**src/rtl/corepcie_axi_reg_target.sv**
```systemverilog
// AXI3 single-beat slave bridging onto the PCIe local register req/ack bus.
// One transaction in flight; bursts are drained and answered with SLVERR.
module corepcie_axi_reg_target #(
    parameter int unsigned TIMEOUT_CYC = 255
) (
    input  logic        HCLK,
    input  logic        HRESETN,
    input  logic        AWVALID,
    output logic        AWREADY,
    input  logic [31:0] AWADDR,
    input  logic [3:0]  AWLEN,
    input  logic        WVALID,
    output logic        WREADY,
    input  logic [63:0] WDATA,
    input  logic [7:0]  WSTRB,
    input  logic        WLAST,
    output logic        BVALID,
    input  logic        BREADY,
    output logic [1:0]  BRESP,
    input  logic        ARVALID,
    output logic        ARREADY,
    input  logic [31:0] ARADDR,
    input  logic [3:0]  ARLEN,
    output logic        RVALID,
    input  logic        RREADY,
    output logic [63:0] RDATA,
    output logic [1:0]  RRESP,
    output logic        RLAST,
    output logic        REG_REQ,
    output logic        REG_WE,
    output logic [28:0] REG_ADDR,
    output logic [63:0] REG_WDATA,
    output logic [7:0]  REG_BE,
    input  logic        REG_ACK,
    input  logic [63:0] REG_RDATA,
    input  logic        REG_ERR
);

    typedef enum logic [2:0] {
        S_IDLE,
        S_WDATA,
        S_REQ,
        S_BRSP,
        S_RDRAIN,
        S_RRSP
    } state_e;

    localparam logic [1:0] RESP_OKAY   = 2'b00;
    localparam logic [1:0] RESP_SLVERR = 2'b10;

    state_e      state_q, state_d;
    logic        prio_w_q, prio_w_d;
    logic        we_q, we_d;
    logic [28:0] addr_q, addr_d;
    logic [3:0]  len_q, len_d;
    logic [3:0]  cnt_q, cnt_d;
    logic [63:0] wdata_q, wdata_d;
    logic [7:0]  be_q, be_d;
    logic [63:0] rdata_q, rdata_d;
    logic [1:0]  resp_q, resp_d;
    logic        req_q, req_d;
    logic [31:0] to_cnt_q, to_cnt_d;

    logic aw_go;
    logic ar_go;
    logic to_hit;

    // Word-aligned bus: low address bits and WLAST carry no information here.
    logic unused_bits;
    assign unused_bits = ^{AWADDR[2:0], ARADDR[2:0], WLAST};

    assign aw_go = (state_q == S_IDLE) && AWVALID && (!ARVALID || prio_w_q);
    assign ar_go = (state_q == S_IDLE) && ARVALID && (!AWVALID || !prio_w_q);

    assign to_hit = (TIMEOUT_CYC != 0) && (to_cnt_q == TIMEOUT_CYC - 32'd1);

    assign AWREADY   = aw_go;
    assign ARREADY   = ar_go;
    assign BRESP     = resp_q;
    assign RRESP     = resp_q;
    assign RDATA     = rdata_q;
    assign REG_REQ   = req_q;
    assign REG_WE    = we_q;
    assign REG_ADDR  = addr_q;
    assign REG_WDATA = wdata_q;
    assign REG_BE    = be_q;

    // State and payload registers, cleared by synchronous reset.
    always_ff @(posedge HCLK) begin
        if (!HRESETN) begin
            state_q  <= S_IDLE;
            prio_w_q <= 1'b0;
            we_q     <= 1'b0;
            addr_q   <= '0;
            len_q    <= '0;
            cnt_q    <= '0;
            wdata_q  <= '0;
            be_q     <= '0;
            rdata_q  <= '0;
            resp_q   <= RESP_OKAY;
            req_q    <= 1'b0;
            to_cnt_q <= '0;
        end else begin
            state_q  <= state_d;
            prio_w_q <= prio_w_d;
            we_q     <= we_d;
            addr_q   <= addr_d;
            len_q    <= len_d;
            cnt_q    <= cnt_d;
            wdata_q  <= wdata_d;
            be_q     <= be_d;
            rdata_q  <= rdata_d;
            resp_q   <= resp_d;
            req_q    <= req_d;
            to_cnt_q <= to_cnt_d;
        end
    end

    // Next-state, payload updates and channel outputs.
    always_comb begin
        state_d  = state_q;
        prio_w_d = prio_w_q;
        we_d     = we_q;
        addr_d   = addr_q;
        len_d    = len_q;
        cnt_d    = cnt_q;
        wdata_d  = wdata_q;
        be_d     = be_q;
        rdata_d  = rdata_q;
        resp_d   = resp_q;
        req_d    = req_q;
        to_cnt_d = to_cnt_q;
        WREADY   = 1'b0;
        BVALID   = 1'b0;
        RVALID   = 1'b0;
        RLAST    = 1'b0;

        unique case (state_q)
            S_IDLE: begin
                if (aw_go) begin
                    addr_d   = AWADDR[31:3];
                    len_d    = AWLEN;
                    cnt_d    = AWLEN;
                    we_d     = 1'b1;
                    prio_w_d = 1'b0;
                    resp_d   = RESP_OKAY;
                    state_d  = S_WDATA;
                end else if (ar_go) begin
                    addr_d   = ARADDR[31:3];
                    len_d    = ARLEN;
                    cnt_d    = ARLEN;
                    we_d     = 1'b0;
                    be_d     = 8'hFF;
                    prio_w_d = 1'b1;
                    rdata_d  = '0;
                    if (ARLEN == 4'd0) begin
                        resp_d  = RESP_OKAY;
                        state_d = S_REQ;
                    end else begin
                        resp_d  = RESP_SLVERR;
                        state_d = S_RDRAIN;
                    end
                end
            end
            S_WDATA: begin
                WREADY = 1'b1;
                if (WVALID) begin
                    wdata_d = WDATA;
                    be_d    = WSTRB;
                    if (cnt_q != 4'd0) begin
                        cnt_d = cnt_q - 4'd1;
                    end else if (len_q == 4'd0) begin
                        state_d = S_REQ;
                    end else begin
                        resp_d  = RESP_SLVERR;
                        state_d = S_BRSP;
                    end
                end
            end
            S_REQ: begin
                if (!req_q) begin
                    req_d    = 1'b1;
                    to_cnt_d = '0;
                end else if (REG_ACK) begin
                    req_d   = 1'b0;
                    resp_d  = REG_ERR ? RESP_SLVERR : RESP_OKAY;
                    if (!we_q) begin
                        rdata_d = REG_RDATA;
                    end
                    state_d = we_q ? S_BRSP : S_RRSP;
                end else if (to_hit) begin
                    req_d   = 1'b0;
                    resp_d  = RESP_SLVERR;
                    rdata_d = '0;
                    state_d = we_q ? S_BRSP : S_RRSP;
                end else begin
                    to_cnt_d = to_cnt_q + 32'd1;
                end
            end
            S_BRSP: begin
                BVALID = 1'b1;
                if (BREADY) begin
                    state_d = S_IDLE;
                end
            end
            S_RDRAIN: begin
                RVALID = 1'b1;
                RLAST  = (cnt_q == 4'd0);
                if (RREADY) begin
                    if (cnt_q == 4'd0) begin
                        state_d = S_IDLE;
                    end else begin
                        cnt_d = cnt_q - 4'd1;
                    end
                end
            end
            S_RRSP: begin
                RVALID = 1'b1;
                RLAST  = 1'b1;
                if (RREADY) begin
                    state_d = S_IDLE;
                end
            end
            default: begin
                state_d = S_IDLE;
            end
        endcase
    end

endmodule
```
**config.mk**
```make
export PLATFORM = sky130hd
export DESIGN_NAME = corepcie_axi_reg_target
export DESIGN_NICKNAME = d
export VERILOG_FILES = /design/src/rtl/corepcie_axi_reg_target.sv
export SDC_FILE = /design/constraint.sdc
export NUM_CORES = 1
export LEC_CHECK = 0
export CAP_MARGIN = 25
export CELL_PAD_IN_SITES_DETAIL_PLACEMENT = 1
export CELL_PAD_IN_SITES_GLOBAL_PLACEMENT = 1
export CORE_MARGIN = 10
export CORE_UTILIZATION = 29
export CTS_CLUSTER_DIAMETER = 30
export DETAILED_ROUTE_END_ITERATION = 6
export PLACE_DENSITY_LB_ADDON = 0.1
export SYNTH_ARGS = -nofsm -noshare
export SYNTH_HDL_FRONTEND = slang
export SYNTH_SLANG_ARGS = --single-unit
```
**constraint.sdc**
```tcl
create_clock -name HCLK -period 3.35 [get_ports HCLK]
set_clock_uncertainty 0.2 [all_clocks]
set_input_delay 0.335 -clock HCLK [delete_from_list [all_inputs] [get_ports HCLK]]
set_output_delay 0.335 -clock HCLK [all_outputs]
set_load 0.05 [all_outputs]
```
; Word level (Yosys, flattened, before mapping)
; Index checks and enable logic that the tools add are counted.
[classes]
multipliers = 0
magnitude_cmp = 0
n_mux = 60
bitwise_logic = 0
shifts = 0
n_reduce_logical = 28
n_addsub = 2
div_mod_pow = 0
eq_ne = 23
[op_table]
columns = op, n
row1 = $mux 64, 6
row2 = $pmux 64 s2, 1
row3 = $mux 32, 3
row4 = $mux 29, 2
row5 = $mux 3, 13
row6 = $add 32x1->32 const B, 1
row7 = $eq 32x8->1 const B, 1
row8 = $ne 2x2->1 const B, 14
row9 = $mux 4, 6
row10 = $mux 8, 3
row11 = $mux 2, 10
row12 = $pmux 3 s6, 1
row13 = $pmux 8 s2, 1
row14 = $logic_not 4->1, 3
row15 = $pmux 4 s3, 1
row16 = $reduce_and 6->1, 2
row17 = $mux 1, 11
row18 = $ne 3x3->1 const B, 3
row19 = $reduce_and 9->1, 1
row20 = $reduce_and 7->1, 1
row21 = $eq 3x2->1 const B, 2
row22 = $eq 3x3->1 const B, 2
row23 = $pmux 2 s3, 1
row24 = $reduce_bool 2->1, 3
row25 = 13 further kinds, 21
[word_totals]
rom_bits = 0
n_memories = 0
elab_cells = 125
latchBits = 0
ff_bits = 213
mem_bits_rw = 0

; Longest topological paths before layout
; Gate-level depths: netlist of the first run.
[depth]
word_depth = 6
mapped_depth = 9

; Worst setup path before layout of the first run
; No wires, ideal clock.
[synth_path]
path_kind = flip-flop to output port
from = register state_q[1]
to = output RLAST
t_arrival_ns = 2.200
setup_slack_ns = 0.615
required_ns = 2.815
stages_incl_launch_ff = 4
path_buffers = 1
cell_sequence = dfxtp_1 clkbuf_1 nor2b_1 nor2b_1
[synth_between]
elab_chain_cells = 2
elab_cells_between_ends = 3
[synth_rtl]
columns = element, line_no
row1 = start: declaration, 51  ; state_e state_q, state_d;
row2 = start signal: assignment, 104  ; state_q <= state_d;
row3 = $eq 3x3->1, 138  ; unique case (state_q)
row4 = $pmux 1 s2 (*), 138
row5 = end: declaration, 28  ; output logic RLAST,
; Mark *: on every way between the ends. The rest lies on a longest branch, timed or not.

; Worst setup path after layout of the first run
[layout_path]
from = register state_q[2]
to = output RLAST
; Same word-level chain as after synthesis.

==> impl_metrics.yaml, run 1 <==
pwr:
  seq_power_share_pct: 25.8
  p_int_uw: 7790
  swShare_pct: 35.2
  ir_drop_uv: 419
  p_leak_uw: 0.00516
  pwr-share-comb_pct: 30.6
  clkPwrFrac_pct: 43.5
  p_sw_uw: 4230
  powerDensity_mw_per_mm2: 829
die:
  die_x_um: 190
  rows: 62
  coreArea_sq_mm: 0.0286
  ios: 395
  die_h_um: 190
  start_util_pct: 29.4
  die_area_sq_mm: 0.0362
routing:
  vias_per_cell: 5.04
  wirelength_mm: 37.2
  antenna_left: 0
  vias: 8899
  drc: 0
  route.detailed.wl_per_inst_um: 21.1
  drtIter0Drc: 280
  firstDrtPassIters: 5
global_route:
  grt_first_pass_wirelength_mm: 56.4
  grt_pass1_vias: 9401
  antenna_found_initial: 3
  grtUsageTotal_pct: 19.7
  overflow: 0
  grt_start_max_net_pins: 68
job:
  maxCapViolCount: 0
placed_design:
  placed_area_sq_mm: 0.0126
  gp_congestion: 0.755
  io_buffer_count: 385
  dp_slack_ns: 0.517
  dp_hpwl_mm: 26.8
setup_path:
  critPathMaxStageDelay_ns: 0.88
  worstSetupStartpointType: "register"
  crit_required_ns: 2.81
  path_cells: "nor2b_1, nor2b_1, clkdlybuf4s50_1"
  crit_type: "reg2out"
  worstSetupEndpointType: "output pin"
  arrival_ns: 2.58
  path_delay_family: "buffers and inverters"
  crit_top_cell: "nor2b_1"
  crit_buf_inv: 1
  worstPathMaxFanout: 10
  cp_slowest_cell: "clkdlybuf4s50_1"
clock_network:
  hold_buffers: 0
  clk_latency_ns: 0.56
  h-tree-depth: 2
  cts-root-buf: "clkbuf_16"
  ctsResizeCount: 0
  cts_setup_buffers: 0
  cts_buffers: 55
  cts_buffer_depth: 3
  clk_pin_slew_ns: 0.04
  cts_tree: "built"
  cts_sinks: 212
synthesis:
  ys_warn_count: 0
  syn_area_sq_mm: 0.00841
  synth_cell_types: 65
  syn_area_per_cell_sq_um: 8.83
  ys_ff_latch: 212
  syn_inst: 952
  ys_async_sr_fraction_pct: 0
  synth_seq_area_share_pct: 50.5
  synth_edf_count: 0
  synth_flop_cell: "dfxtp_1"
finish:
  area.sequential_sq_mm: 0.00424
  fill_cells: 3166
  areaGrowthSynthToFinish_pct: 72.6
  nNetsFinal: 1558
  fin_util_pct: 50.7
  multiInputGateArea_sq_mm: 0.00381
  drive_gt1_share_pct: 9.93
  design_area_sq_mm: 0.0145
timing:
  finalSetupTns_ns: 0
  grt_setup_unrepaired: "false"
  finalHoldViolCount: 0
  setup_viol: 0
  slew_violations: 0
  tightest_slew_ns: 0.997
  fin_crit_ns: 3.12
  fin_crit_sh_pct: 93.0
  fin_ws_ns: 0.234
  timing.fmax_mhz: 321
  maxSlewHeadroom_pct: 33.5
run_status:
  outcome: "finished clean"
min_path:
  worstHoldPathType: "in2reg"
[worst register-to-register path, cell delays in order, from the launching register on]
cell	delay [ns]
dfxtp_1	0.34
inv_1	0.12
ha_1	0.14
nor4b_1	0.34
nand4_1	0.35
nor4_4	0.41
o22ai_4	0.10
buf_4	0.32
a32o_1	0.41
[worst paths after layout]
check,start,endpoint,slack (ns),cells past startpoint
worst max-delay path,state_q[2],RLAST,0.23,3
worst min-delay path,HRESETN,REG_REQ,0.10,3
worst max register to register,to_cnt_q[0],RDATA[10],0.51,8
worst min register to register,REG_WDATA[26],REG_WDATA[26],0.25,2
[through the flow]
stage | std cells | hold WS, ns | power [uW]
CTS | 1763 | 0.0743 | 12200
global route | 1765 | 0.0917 | 12600
global placement | 1664 | 0.241 | 6810
finish | 1765 | 0.101 | 12000
detailed placement | 1664 | 0.246 | 6840
floorplan | 953 | 0.241 | 5400
[placed cells by master, fill, tap and decap left out, drive strengths merged, types with 3 or more instances in the layout]
cell,n
clkdlybuf4s50,382
dfxtp,212
nand2,208
a21oi,114
clkbuf,74
a32o,65
nor2,33
buf,23
nand3,22
o21ai,22
a22oi,20
inv,19
or4,17
clkinv,16
a311oi,13
o31ai,11
nor3,10
o211ai,10
o221a,8
nor4,8
nand4,7
nor2b,6
mux2i,6
or3,6
bufinv,6
a211oi,5
and4,4
a31oi,4
mux2,3
nand2b,3
ha,3
nor3b,3
and3,3
[state kept, by name, summed over array words and instances (netlist names)]
register,count
REG_WDATA,64
REG_BE,8
cnt_q,4
len_q,4
REG_REQ,1
prio_w_q,1
state_q,3
REG_WE,1
BRESP,1
to_cnt_q,32
RDATA,64
REG_ADDR,29
[synthesized netlist by cell type (all sizes together) (4+ instances only)]
| cell | count | share of area (%) |
|---|---|---|
| a211oi | 5 | 0.45 |
| a21oi | 114 | 6.8 |
| a22oi | 20 | 1.8 |
| a311oi | 13 | 1.4 |
| a31oi | 4 | 0.30 |
| a32o | 65 | 7.7 |
| and4 | 4 | 0.42 |
| buf | 22 | 1.2 |
| clkbuf | 56 | 2.5 |
| dfxtp | 212 | 50 |
| inv | 16 | 0.71 |
| mux2i | 6 | 0.71 |
| nand2 | 208 | 9.3 |
| nand3 | 22 | 1.5 |
| nand4 | 7 | 0.52 |
| nor2 | 33 | 1.5 |
| nor2b | 6 | 0.45 |
| nor3 | 10 | 0.60 |
| nor4 | 8 | 0.67 |
| o211ai | 10 | 0.89 |
| o21ai | 22 | 1.3 |
| o221a | 8 | 1.1 |
| o31ai | 11 | 0.98 |
| or3 | 6 | 0.45 |
| or4 | 17 | 1.6 |
[power by group through the flow]
stage | Clock [uW] | Sequential (uW) | Combinational [uW]
finish | 5240 | 3110 | 3680
global route | 5500 | 3160 | 3950
CTS | 5340 | 3110 | 3730
detailed placement | 0 | 3140 | 3700
global placement | 0 | 3130 | 3680
floorplan | 0 | 4070 | 1330
[layer usage]
layer / part of all wire [%] / vias up / GRT usage, %
li1: - / 4271 / -
met5: 0.035 / - / 0
met2: 51 / 264 / 34.1
met4: 1.5 / 2 / 5.33
met3: 10 / 44 / 9.66
met1: 37 / 4318 / 20.9
[layout make-up]
class                           instances  area share [%]
Clock buffer                           74            10.7
Timing Repair Buffer                  405            27.8
Inverter                               18           0.474
Clock inverter                         25            2.17
Antenna cell                            2          0.0345
Multi-Input combinational cell        645            26.3
Sequential cell                       212            29.3
Tap cell                              384            3.31
[cell families after synthesis]
kind of cell,synth area share (%)
DFF,50.5
other,0.0446
xor gates and xnor gates,0.208
and+or+nand+nor,18.8
muxes,1.12
AOI/OAI and AO/OA,24.4
buffers and inverters,4.53
adders and majority gates,0.447
Note: power is estimated with default switching activity, not from simulation.
==> run 2: changes to the inputs <==
- MAX_ROUTING_LAYER: not set -> met4
- RECOVER_POWER: not set -> 25
==> run 2 against run 1 <==
- die area did not move
- combinational power shrank 1%
- worst setup slack got worse by 0.0088 ns
- sequential power is essentially flat
- final cell count barely moved
- non-clock buffer count unchanged
- clock power about the same
==> impl_metrics.yaml, run 2 (synthesized netlist as in run 1, its figures left out) <==
pwr:
  p_leak_uw: 0.00544
  powerDensity_mw_per_mm2: 826
  ir_drop_uv: 419
timing:
  setup_viol: 0
  fin_hold_ws_ns: 0.103
  fin_crit_sh_pct: 93.3
  fin_crit_ns: 3.13
  timing.fmax_mhz: 320
  tightest_slew_ns: 1.00
  finalHoldViolCount: 0
  finalSetupTns_ns: 0
  maxSlewHeadroom_pct: 33.1
  slew_violations: 0
  grt_setup_unrepaired: "false"
die:
  ios: 395
  coreArea_sq_mm: 0.0286
  die_area_sq_mm: 0.0362
  die_x_um: 190
  start_util_pct: 29.4
  rows: 62
  die_h_um: 190
global_route:
  grt_start_max_net_pins: 68
  grtUsageTotal_pct: 20.3
  antenna_found_initial: 3
  grt_pass1_vias: 9473
  overflow: 0
  grt_first_pass_wirelength_mm: 56.2
finish:
  design_area_sq_mm: 0.0145
  nNetsFinal: 1558
  fin_util_pct: 50.7
  final_common_cell: "clkdlybuf4s50_1"
  final_cell_mix: "clkdlybuf4s50_1, dfxtp_1, nand2_1"
  drive_gt1_share_pct: 9.86
  areaGrowthSynthToFinish_pct: 72.6
clock_network:
  cts_setup_buffers: 0
  cts-root-buf: "clkbuf_16"
  ctsResizeCount: 0
  h-tree-depth: 2
  cts_tree: "built"
  cts_buffers: 55
  cts_sinks: 212
  hold_buffers: 0
  clk_latency_ns: 0.56
  cts_buffer_depth: 3
  clk_pin_slew_ns: 0.04
routing:
  vias: 8881
  antenna_left: 0
  drc: 0
  drtIter0Drc: 307
  vias_per_cell: 5.03
  route.detailed.wl_per_inst_um: 21.1
  wirelength_mm: 37.3
  firstDrtPassIters: 5
placed_design:
  io_buffer_count: 385
  dp_hpwl_mm: 26.8
  placed_area_sq_mm: 0.0126
  gp_congestion: 0.765
setup_path:
  crit_required_ns: 2.81
  crit_type: "reg2out"
  arrival_ns: 2.59
  critPathMaxStageDelay_ns: 0.88
  worstSetupEndpointType: "output pin"
  cp_slowest_cell: "clkdlybuf4s50_1"
  r2r_setup_slack_ns: 0.48
  crit_top_cell: "nor2b_1"
  worstPathMaxFanout: 10
  worstSetupStartpointType: "register"
  r2r.worst_path.cells: 8
  path_cells: "nor2b_1, nor2b_1, clkdlybuf4s50_1"
job:
  maxCapViolCount: 0
min_path:
  hold_depth: 3
  worstHoldPathType: "in2reg"
run_status:
  outcome: "finished clean"
## run 2: cell count changes in the layout (fill, tap and decap cells not counted), sizes merged
cell           before  now
diode               2    3
clkdlybuf4s50     382  295
dlygate4sd3         0   87
## run 2: power breakdown
part | switching [uW] | leakage [uW] | internal, uW
sequential | 226 | 0.00172 | 2870
clock | 1590 | 0.000924 | 3660
combinational | 2430 | 0.00280 | 1210
## run 2: per-stage QoR
step | power (uW) | cells | setup slack (ns)
floorplan | 5400 | 953 | 0.615
global placement | 6810 | 1664 | 0.588
detailed placement | 6840 | 1664 | 0.517
CTS | 12200 | 1763 | 0.195
global route | 12500 | 1766 | 0.116
finish | 12000 | 1766 | 0.225
## run 2: layer usage
metal  GRT usage (%)  part of all wire, %  vias up
met3            9.35                  9.6       46
met5               -                    0        -
met2            34.2                   51      271
li1                -                    -     4271
met4            5.45                  1.4        0
met1            20.9                   38     4293
## run 2: critical path: cells and delay by family, from the launching register on
kind | cells | cell delay (ns)
buffers and inverters | 1 | 0.88
AND/OR/NAND/NOR | 2 | 0.58
flip-flops | 1 | 0.56
## run 2: final timing paths
check / from / to
setup reg to reg: to_cnt_q[0] / RDATA[10]
hold reg to reg: REG_WDATA[26] / REG_WDATA[26]
hold / removal: HRESETN / REG_REQ
setup / recovery: state_q[2] / RLAST
## run 2: layout make-up
class	count	area (sq um)
Fill cell	3167	14100
Sequential cell	212	4240
Timing Repair Buffer	405	4030
Multi-Input combinational cell	645	3810
Clock buffer	74	1550
Tap cell	384	480
Clock inverter	25	314
Inverter	18	68.8
Antenna cell	3	7.51
==> run 3: changes to the inputs <==
- CAP_MARGIN: 25 -> not set
- CTS_CLUSTER_DIAMETER: 30 -> not set
==> run 3 against run 2 <==
- combinational power is essentially flat
- critical endpoint unchanged
- wire length shrank 3.3%
- critical path depth did not move
- highest routed layer unchanged
- via count shrank 2.5%
- worst setup slack improved by 0.034 ns
- non-clock buffer count unchanged
- critical path type unchanged
- global-route usage decreased by 0.78 points
- final cell count down 3.0%
- fmax is 1.1% higher
- utilization is 3.4 points lower
- count of clock-buffer cells in the layout fell by 30
==> impl_metrics.yaml, run 3 (synthesized netlist as in run 1, its figures left out) <==
setup_path:
  r2r-start: "to_cnt_q[0]"
  arrival_ns: 2.56
  worstSetupEndpointType: "output pin"
  crit_type: "reg2out"
  crit_required_ns: 2.81
  worstSetupStartpointType: "register"
  r2r-end: "RDATA[1]"
  r2r.worst_path.cells: 8
  r2r_setup_slack_ns: 0.47
  worstPathMaxFanout: 10
placed_design:
  dp_slack_ns: 0.517
  dp_hpwl_mm: 26.8
  io_buffer_count: 385
  dp.cells: 1664
  placed_area_sq_mm: 0.0126
  gp_congestion: 0.765
finish:
  fin_util_pct: 47.2
  areaGrowthSynthToFinish_pct: 60.9
  final_cell_mix: "clkdlybuf4s50_1, dfxtp_1, nand2_1"
  final_common_cell: "clkdlybuf4s50_1"
  design_area_sq_mm: 0.0135
  layout.cells.non_filler: 1713
  nNetsFinal: 1529
  drive_gt1_share_pct: 6.48
global_route:
  grtUsageTotal_pct: 19.5
  grt_start_max_net_pins: 68
  antenna_found_initial: 2
  overflow: 0
  grt_first_pass_wirelength_mm: 54.3
  grt_pass1_vias: 9021
die:
  start_util_pct: 29.4
  ios: 395
  die_area_sq_mm: 0.0362
  die_x_um: 190
  die_h_um: 190
  coreArea_sq_mm: 0.0286
  rows: 62
clock_network:
  h-tree-depth: 1
  clk_pin_slew_ns: 0.06
  cts_setup_buffers: 0
  clk_latency_ns: 0.53
  cts-root-buf: "clkbuf_16"
  cts_tree: "built"
  ctsResizeCount: 0
  hold_buffers: 0
  cts_buffers: 26
  cts_sinks: 212
  cts_buffer_depth: 3
timing:
  setup_viol: 0
  finalSetupTns_ns: 0
  fin_ws_ns: 0.259
  maxSlewHeadroom_pct: 32.0
  grt_setup_unrepaired: "false"
  fin_crit_sh_pct: 92.3
  fin_crit_ns: 3.09
  tightest_slew_ns: 1.02
  finalHoldViolCount: 0
  slew_violations: 0
  timing.fmax_mhz: 324
routing:
  wirelength_mm: 36.1
  drc: 0
  vias: 8658
  firstDrtPassIters: 5
  antenna_left: 0
  route.detailed.wl_per_inst_um: 21.1
  drtIter0Drc: 280
  vias_per_cell: 5.05
min_path:
  whs_endpoint: "REG_REQ"
  worstHoldPathType: "in2reg"
  hp-start: "HRESETN"
  hold_depth: 3
pwr:
  p_leak_uw: 0.00497
  powerDensity_mw_per_mm2: 709
  ir_drop_uv: 400
job:
  maxCapViolCount: 0
run_status:
  outcome: "finished clean"
run 3: changes by cell type in the layout (fill, tap and decap cells not counted):
cell	previous run	this run
clkbuf_16	55	27
clkinv_2	15	2
inv_16	2	0
bufinv_16	6	1
diode_2	3	2
clkinvlp_4	2	0
clkdlybuf4s50_1	295	291
dlygate4sd3_1	87	91
clkbuf_1	9	7
run 3: final cells by class:
class | count | area (sq um)
Multi-Input combinational cell | 645 | 3810
Tap cell | 384 | 480
Clock inverter | 3 | 43.8
Timing Repair Buffer | 405 | 4030
Inverter | 18 | 68.8
Sequential cell | 212 | 4240
Clock buffer | 44 | 840
Fill cell | 3216 | 15100
Antenna cell | 2 | 5.00
run 3: worst max-delay path by stage:
stage               depth (start not counted)   endpoint   startpoint
finish                                      3      RLAST   state_q[2]
global route                                3      RLAST   state_q[2]
detailed placement                          8  RDATA[44]  to_cnt_q[0]
CTS                                         3      RLAST   state_q[2]
global placement                            8  RDATA[53]  to_cnt_q[0]
floorplan                                   3      RLAST   state_q[1]
run 3: critical path, stage by stage (launching register included):
cell and delay, ns:
dfxtp_1 0.57, nor2b_1 0.40, nor2b_1 0.18, clkdlybuf4s50_1 0.87
run 3: routing by layer:
metal  share of wire (%)  global-route usage (%)  up-vias
li1                    -                       -     4188
met1                  39                    21.2     4179
met2                  50                    32.8      249
met3                 9.5                    7.77       42
met4                 1.8                    4.36        0
met5                   0                       -        -
run 3: through the flow:
step	hold slack, ns	power [uW]
after global routing	0.117	10100
after detailed placement	0.246	6840
final	0.122	9580
after global placement	0.241	6810
after CTS	0.0952	9770
after floorplan	0.241	5400
run 3: where the power goes:
part	internal (uW)	total (uW)	switching [uW]
logic	1210	3630	2420
registers	2860	3090	223
clock network	1770	2870	1100
